<file path="src/rtl/rv_pkg.sv">
// -----------------------------------------------------------------------------
// rv_pkg
// Shared RISC-V encoding definitions: instruction format codes, the major
// opcode constants, the canonical NOP word and a small sign-extension helper
// used by the immediate range check.
// -----------------------------------------------------------------------------
package rv_pkg;

   // Instruction format selector; codes 6 and 7 are illegal.
   typedef enum logic [2:0] {
      FMT_R = 3'd0,
      FMT_I = 3'd1,
      FMT_S = 3'd2,
      FMT_B = 3'd3,
      FMT_U = 3'd4,
      FMT_J = 3'd5
   } fmt_e;

   localparam logic [6:0]  OP_IMM    = 7'b0010011;
   localparam logic [6:0]  OP_LOAD   = 7'b0000011;
   localparam logic [6:0]  OP_STORE  = 7'b0100011;
   localparam logic [6:0]  OP_BRANCH = 7'b1100011;
   localparam logic [6:0]  OP_JAL    = 7'b1101111;
   localparam logic [6:0]  OP_LUI    = 7'b0110111;
   localparam logic [6:0]  OP_REG    = 7'b0110011;

   // addi x0, x0, 0
   localparam logic [31:0] NOP_INST  = 32'h0000_0013;

   // True when imm[31:msb] are all equal, i.e. imm is the sign extension of
   // imm[msb:0] and survives truncation to msb+1 bits.
   function automatic logic sext_fits(input logic [31:0] imm, input int unsigned msb);
      logic [31:0] mask;
      logic [31:0] upper;
      mask  = 32'hFFFF_FFFF << msb;
      upper = imm & mask;
      return (upper == 32'h0000_0000) || (upper == mask);
   endfunction

endpackage

</file>
<file path="src/rtl/inst_pack.sv">
// -----------------------------------------------------------------------------
// inst_pack
// Combinational field packer: places opcode, register, funct and immediate
// fields into a 32-bit RISC-V instruction word according to the format.
// Illegal formats produce a NOP with err set.
//
// Optional build macro: INST_ENCODER_IMM_CHECK_EN -- when defined, err also
// flags immediates that cannot be represented in the chosen format (the
// truncated word is still produced).
//
// Ports:
//   fmt     in  3   format code (fmt_e)
//   opcode  in  7   opcode, bits [6:0]
//   rd      in  5   destination register
//   rs1     in  5   source register 1
//   rs2     in  5   source register 2
//   funct3  in  3   funct3 field
//   funct7  in  7   funct7 field (R only)
//   imm     in  32  sign-extended byte-offset immediate
//   inst    out 32  encoded instruction
//   err     out 1   encoding error
// -----------------------------------------------------------------------------
module inst_pack
   import rv_pkg::*;
(
   input  logic [2:0]  fmt,
   input  logic [6:0]  opcode,
   input  logic [4:0]  rd,
   input  logic [4:0]  rs1,
   input  logic [4:0]  rs2,
   input  logic [2:0]  funct3,
   input  logic [6:0]  funct7,
   input  logic [31:0] imm,
   output logic [31:0] inst,
   output logic        err
);

   logic fmt_bad_s;
   logic imm_bad_s;

   // Scatter fields into the word for each format.
   always_comb begin
      inst      = NOP_INST;
      fmt_bad_s = 1'b0;
      case (fmt)
         FMT_R:   inst = {funct7, rs2, rs1, funct3, rd, opcode};
         FMT_I:   inst = {imm[11:0], rs1, funct3, rd, opcode};
         FMT_S:   inst = {imm[11:5], rs2, rs1, funct3, imm[4:0], opcode};
         FMT_B:   inst = {imm[12], imm[10:5], rs2, rs1, funct3, imm[4:1], imm[11], opcode};
         FMT_U:   inst = {imm[31:12], rd, opcode};
         FMT_J:   inst = {imm[20], imm[10:1], imm[11], imm[19:12], rd, opcode};
         default: begin
            inst      = NOP_INST;
            fmt_bad_s = 1'b1;
         end
      endcase
   end

`ifdef INST_ENCODER_IMM_CHECK_EN
   // Flag immediates whose upper bits or alignment would be lost.
   always_comb begin
      imm_bad_s = 1'b0;
      case (fmt)
         FMT_I, FMT_S: imm_bad_s = !sext_fits(imm, 11);
         FMT_B:        imm_bad_s = !sext_fits(imm, 12) || imm[0];
         FMT_J:        imm_bad_s = !sext_fits(imm, 20) || imm[0];
         FMT_U:        imm_bad_s = (imm[11:0] != 12'h000);
         default:      imm_bad_s = 1'b0;
      endcase
   end
`else
   assign imm_bad_s = 1'b0;
`endif

   assign err = fmt_bad_s | imm_bad_s;

endmodule

</file>
<file path="src/rtl/inst_encoder.sv">
// -----------------------------------------------------------------------------
// inst_encoder
// Registered valid/ready stage around inst_pack. Each accepted field bundle
// becomes one instruction word one cycle later, tagged with a sequential
// word address that wraps at DEPTH. enc_count counts output handshakes.
//
// Optional build macro: INST_ENCODER_IMM_CHECK_EN (immediate range checking
// inside inst_pack).
//
// Ports:
//   clk, rst         clock, asynchronous active-high reset
//   flush            synchronous clear of output stage, address and count
//   in_valid/ready   input stream handshake
//   in_fmt..in_imm   decoded instruction fields
//   out_valid/ready  output stream handshake
//   out_inst         encoded instruction
//   out_addr         word address of out_inst
//   out_err          encoding error for out_inst
//   enc_count        saturating count of output handshakes
// -----------------------------------------------------------------------------
module inst_encoder
   import rv_pkg::*;
#(
   parameter int DEPTH   = 256,
   parameter int ADDR_W  = $clog2(DEPTH),
   parameter int COUNT_W = 16
) (
   input  logic               clk,
   input  logic               rst,
   input  logic               flush,
   input  logic               in_valid,
   output logic               in_ready,
   input  logic [2:0]         in_fmt,
   input  logic [6:0]         in_opcode,
   input  logic [4:0]         in_rd,
   input  logic [4:0]         in_rs1,
   input  logic [4:0]         in_rs2,
   input  logic [2:0]         in_funct3,
   input  logic [6:0]         in_funct7,
   input  logic [31:0]        in_imm,
   output logic               out_valid,
   input  logic               out_ready,
   output logic [31:0]        out_inst,
   output logic [ADDR_W-1:0]  out_addr,
   output logic               out_err,
   output logic [COUNT_W-1:0] enc_count
);

   logic [31:0]       pack_inst_s;
   logic              pack_err_s;
   logic              accept_s;
   logic              out_hs_s;
   logic [ADDR_W-1:0] next_addr_r;
   logic [ADDR_W-1:0] addr_inc_s;

   inst_pack u_pack (
      .fmt    (in_fmt),
      .opcode (in_opcode),
      .rd     (in_rd),
      .rs1    (in_rs1),
      .rs2    (in_rs2),
      .funct3 (in_funct3),
      .funct7 (in_funct7),
      .imm    (in_imm),
      .inst   (pack_inst_s),
      .err    (pack_err_s)
   );

   assign in_ready = !flush && (!out_valid || out_ready);
   assign accept_s = in_valid && in_ready;
   assign out_hs_s = out_valid && out_ready;

   // Address that follows next_addr_r, wrapping at DEPTH-1.
   always_comb begin
      if (next_addr_r == ADDR_W'(DEPTH - 1)) begin
         addr_inc_s = {ADDR_W{1'b0}};
      end else begin
         addr_inc_s = next_addr_r + ADDR_W'(1);
      end
   end

   // Output stage, address counter and handshake counter.
   always_ff @(posedge clk or posedge rst) begin
      if (rst) begin
         out_valid   <= 1'b0;
         out_inst    <= 32'h0000_0000;
         out_addr    <= {ADDR_W{1'b0}};
         out_err     <= 1'b0;
         enc_count   <= {COUNT_W{1'b0}};
         next_addr_r <= {ADDR_W{1'b0}};
      end else if (flush) begin
         out_valid   <= 1'b0;
         out_inst    <= 32'h0000_0000;
         out_addr    <= {ADDR_W{1'b0}};
         out_err     <= 1'b0;
         enc_count   <= {COUNT_W{1'b0}};
         next_addr_r <= {ADDR_W{1'b0}};
      end else begin
         if (out_hs_s) begin
            next_addr_r <= addr_inc_s;
            if (enc_count != {COUNT_W{1'b1}}) begin
               enc_count <= enc_count + COUNT_W'(1);
            end
         end
         if (accept_s) begin
            out_valid <= 1'b1;
            out_inst  <= pack_inst_s;
            out_err   <= pack_err_s;
            // A word loaded in the same cycle as a handshake takes the
            // address after the one just consumed.
            out_addr  <= out_hs_s ? addr_inc_s : next_addr_r;
         end else if (out_hs_s) begin
            out_valid <= 1'b0;
         end
      end
   end

endmodule

</file>
<file path="config.mk">
export PLATFORM = sky130hd
export DESIGN_NAME = inst_encoder
export DESIGN_NICKNAME = d
export VERILOG_FILES = /design/src/rtl/rv_pkg.sv /design/src/rtl/inst_pack.sv /design/src/rtl/inst_encoder.sv
export SDC_FILE = /design/constraint.sdc
export NUM_CORES = 1
export LEC_CHECK = 0
export ABC_AREA = 1
export BUFFER_PORTS_ARGS = -buffer_cell sky130_fd_sc_hd__buf_2
export CAP_MARGIN = 20
export CORE_AREA = 2 2 92 94
export DETAILED_ROUTE_END_ITERATION = 6
export DIE_AREA = 0 0 94 96
export PLACE_DENSITY = 0.82
export SLEW_MARGIN = 10
export SYNTH_ARGS = -nofsm -noshare
export SYNTH_HDL_FRONTEND = slang
export SYNTH_SLANG_ARGS = --single-unit
</file>
<file path="constraint.sdc">
create_clock -name clk -period 3.4 [get_ports clk]
set_clock_uncertainty 0.15 [all_clocks]
set_input_delay 0.17 -clock clk [delete_from_list [all_inputs] [get_ports clk]]
set_output_delay 0.17 -clock clk [all_outputs]
set_load 0.05 [all_outputs]
</file>
; ---- Word level (Yosys, flattened, before mapping)
; Cells that the tools add are included.
[totals]
reg_bits = 66
in_bits = 72
output_inout_bits = 59
elab_cells = 45
[op_classes]
add_sub_neg = 2
eq_ne = 7
muxes = 17
reduce_logical = 13
[op_table]
columns = cell, count
row1 = $pmux W32 S6, 1
row2 = $mux W32, 2
row3 = $mux W16, 3
row4 = $mux W8, 5
row5 = $add A16 B1 Y16 const B, 1
row6 = $ne A16 B16 Y1 const B, 1
row7 = $add A8 B1 Y8 const B, 1
row8 = $eq A8 B8 Y1 const B, 1
row9 = $eq A3 B2 Y1 const B, 2
row10 = $eq A3 B3 Y1 const B, 2
row11 = $mux W1, 6
row12 = $reduce_bool A2 Y1, 3
row13 = $reduce_or A6 Y1, 1
row14 = $eq A3 B1 Y1 const B, 1
row15 = $logic_and A1 B1 Y1, 3
row16 = $logic_not A3 Y1, 1
row17 = $reduce_bool A3 Y1, 1
row18 = $logic_not A1 Y1, 2
row19 = $reduce_and A2 Y1, 1
row20 = $logic_or A1 B1 Y1, 1

; ---- Logic depth before layout (Yosys ltp)
[logic_depth]
ltp_word = 6
ltp_mapped = 10
mapped_depth_nobuf = 9

; ---- Hierarchy
; From an unflattened synthesis, not the netlist that was laid out.
[hier_totals]
cells_unflattened = 528
hier_area_um2 = 3771.1
[by_module_without_submodules]
columns = mod, instances, cells_each, area_each_um2, seq_area_each_um2
row1 = inst_encoder, 1, 403, 3183.1, 1651.6
row2 = inst_pack, 1, 125, 588.1, 0.0

; ---- Least setup slack after synthesis
; No wires, ideal clock.
[synth_timing]
kind = reg-to-reg
from = register enc_count[0]
to = register enc_count[3]
setup_ns = 0.119
t_arrival_ns = 1.746
required_time_ns = 3.131
setup_slack_ns = 1.385
path_stages_with_launch = 10
n_path_buf = 1
synth_period_minus_slack_ns = 2.015
cell_sequence = dfrtp_1 ha_1 nand3_2 inv_2 nand2_4 nor2_4 nor2_4 buf_6 nand4_1 o21ai_2
[synth_between]
elab_chain_len = 4
elab_cells_between_ends = 7
classes_between = 1 x add/sub / 1 x eq/ne / 3 x mux / 2 x reduce/logical
[synth_lines]
columns = item, line
row1 = "start, declared", inst_encoder.sv:46  ; output logic [COUNT_W-1:0] enc_count
row2 = "start signal, assigned", inst_encoder.sv:89  ; enc_count <= {COUNT_W{1'b0}};
row3 = "start signal, assigned", inst_encoder.sv:96  ; enc_count <= {COUNT_W{1'b0}};
row4 = "start signal, assigned", inst_encoder.sv:102  ; enc_count <= enc_count + COUNT_W'(1);
row5 = $add A16 B1 Y16, inst_encoder.sv:102
row6 = $mux W16, inst_encoder.sv:101  ; if (enc_count != {COUNT_W{1'b1}}) begin
row7 = $mux W16, inst_encoder.sv:99  ; if (out_hs_s) begin
row8 = $mux W16, inst_encoder.sv:91  ; end else if (flush) begin
; Parallel ways exist; a longest one is shown, timed or not. The select of a mux whose other input is x is not followed.
; A chain may end at the register's enable or synchronous reset.

; ---- Final worst setup path
[layout_timing]
from = register enc_count[0]
to = register enc_count[14]
; Same word-level chain as after synthesis.

==> flow_metrics.tcl <==
set metrics [dict create \
    status "finished clean" \
    die_area_um2 9020 \
    crit_type "reg2reg" \
    slowest_delay_ns 0.47 \
    startpoint_type "flip-flop" \
    ys_warn_count 0 \
    nets 666 \
    num_antenna_cells 0 \
    reg2reg_slack_ns 1.48 \
    worst-path-max-fanout 11 \
    drive_above_1_share_pct 29.1 \
    power_density_nw_per_um2 395 \
    htreeDepth 3 \
    drt_iter0_markers 201 \
    max-slew-margin-rel_pct 53.2 \
    fin_crit_ns 1.92 \
    cp_slowest_cell "o21ai_2" \
    yosys.area.top_type_share_pct 46.4 \
    syn_area_um2 3560 \
    vias 3710 \
    path_cells "ha_1 -> nand3_2 -> inv_2 -> nand2_4 -> nor2_4 -> o21ai_2 -> o21ai_0" \
    synth_commonest_cells "nand2_1 (133), dfrtp_1 (66), inv_1 (34)" \
    worstSetupEndpointType "flip-flop" \
    grt_max_degree 42 \
    rsz0062_at_grt "false" \
    row_count 33 \
    cts.sinks 66 \
    r2r_cells 7 \
    critPathCapture "enc_count[14]" \
    total_power_mw 1.85 \
    wire_per_inst_um 14.7 \
    syn_inst 438 \
    cp_data_arrival_time_ns 1.97 \
    hold_viol 0 \
    first_pass_iters 5 \
    grt_pass1_vias 3530 \
    seq_area_frac_synth_pct 46.4 \
    dp_hpwl_um 7350 \
    p_leak_nw 2.56 \
    start_util_pct 44.2 \
    fp.dieH_um 96 \
    period_share_pct 56.5 \
    fillCellCount 684 \
    globalRouteTotalUtil_pct 23.8 \
    cts_resized 0 \
    worstMarginPinSlew_ns 0.701 \
    post-route-drc-count 0 \
    numPortBuffers 130 \
    grt_pass1_wl_um 16700 \
    yosysMostFrequentCell "nand2_1" \
    areaGrowthSynthToFinish_pct 31.5 \
    hold_buffers 27 \
    setup_viol 0 \
    crit_path_start "enc_count[0]" \
    drv_slew 0 \
    synth_top_area_cell "dfrtp_1" \
    maxCapViolations 0 \
    postCtsSetupBuffers 0 \
    cts_tree "done" \
    timing.rr.start "enc_count[0]" \
    reg2reg_to "enc_count[14]" \
    numCtsBuffers 9 \
    root_buffer "clkbuf_8" \
    ant_nets 0 \
    synth_fp_nets 512 \
    synth_flop_cell "dfrtp_1" \
    core_um2 8050 \
    avgSynthCellArea_um2 8.12 \
    die_w_um 94 \
    clk_pin_slew_ns 0.07 \
    pin_count 131 \
    synth_cell_types 33 \
    max_freq_mhz 521 \
    drt-total-wl_um 10300 \
    hp-class "in2reg" \
    routabilityCongestion 0.881 \
    synth_seq_cells 66 \
    ir_drop_mv 0.164 \
    overflow 0 \
    synth-edff-count 0 \
    antenna_found_initial 0 \
    synth_area_leaders "dfrtp_1 (46%), nand2_1 (14%), nand3_1 (4.6%)" \
    clock_latency_ns 0.34 \
    routed_via_density 5.28 \
    clock_path_buffers 2 \
    fin_util_pct 58.1 \
    tns_ns 0 \
    worstPathRequired_ns 3.45 \
    synthArstFlopShare_pct 100 \
]
-- metrics by stage --
stage / instance area, µm² / cells / hold WS, ns / setup slack (ns)
final: 4680 / 702 / 0.0110 / 1.48
after global routing: 4680 / 702 / 0.0116 / 1.34
after CTS: 4680 / 702 / 0.00249 / 1.50
after detailed placement: 4210 / 659 / 0.136 / 1.51
after global placement: 4210 / 659 / 0.123 / 1.52
after floorplan: 3560 / 438 / 0.0864 / 1.38
-- sequential cells by signal (all words and copies together), names as in the netlist --
signal       count
enc_count       16
out_addr         8
out_err          1
out_inst        32
next_addr_r      8
out_valid        1
-- how the worst min path moves through the flow --
stage	start	end	slack, ns	depth (start not counted)
5_1_grt	in_imm[22]	out_inst[22]	0.01	4
3_5_place_dp	rst	out_inst[13]	0.14	2
2_1_floorplan	flush	next_addr_r[6]	0.09	1
3_3_place_gp	rst	out_inst[13]	0.12	2
6_report	in_funct7[2]	out_inst[27]	0.01	3
4_1_cts	in_funct7[2]	out_inst[27]	0.002	3
-- cell type report --
type	instances	area, µm²	area share, %
Inverter	38	143	3.05
Tap cell	105	131	2.81
Timing Repair Buffer	158	928	19.8
Clock inverter	2	35.0	0.749
Sequential cell	66	1650	35.3
Clock buffer	14	163	3.48
Multi-Input combinational cell	319	1630	34.8
-- layout by cell type (no fill, tap or decap), types with 12 or more instances in the layout --
master         synthesis  final
nand2_1              133    133
buf_2                  2    130
dfrtp_1               66     66
inv_1                 34     33
nand3_1               33     33
nor2_1                30     30
dlygate4sd3_1          0     27
o21ai_0               25     25
nand4_1               20     20
a21oi_1               12     12
-- report_power, final --
part | total [mW] | leakage [nW] | internal, mW | switching (mW)
clock | 0.663 | 0.101 | 0.379 | 0.284
combinational | 0.352 | 1.56 | 0.109 | 0.243
sequential | 0.834 | 0.904 | 0.814 | 0.0194
-- routing by layer --
layer	part of all wire [%]	global-route usage, %	up-vias
met2	49	40.5	213
li1	-	-	1769
met1	40	29.1	1700
met4	2.6	10.5	0
met5	0	0	-
met3	7.8	5.25	28
-- critical path, delay by kind of cell, from the launching register on --
kind / cells / cell delay [ns]
adder cells (fa/ha/maj): 1 / 0.28
AO/OA/AOI/OAI: 2 / 0.61
buffers and inverters: 1 / 0.07
AND/OR/NAND/NOR: 3 / 0.23
flip-flops: 1 / 0.44
-- kinds of logic (layout without fill, tap and decap cells) --
group / after synthesis / after routing / synth area share [%]
and+or+nand+nor: 239 / 239 / 31.0
AOI/OAI and AO/OA: 73 / 73 / 12.8
DFF: 66 / 66 / 46.4
buffers and inverters: 53 / 212 / 7.84
xor gates and xnor gates: 5 / 5 / 1.23
adders and majority gates: 2 / 2 / 0.703
(Power assumes the default switching activity.)
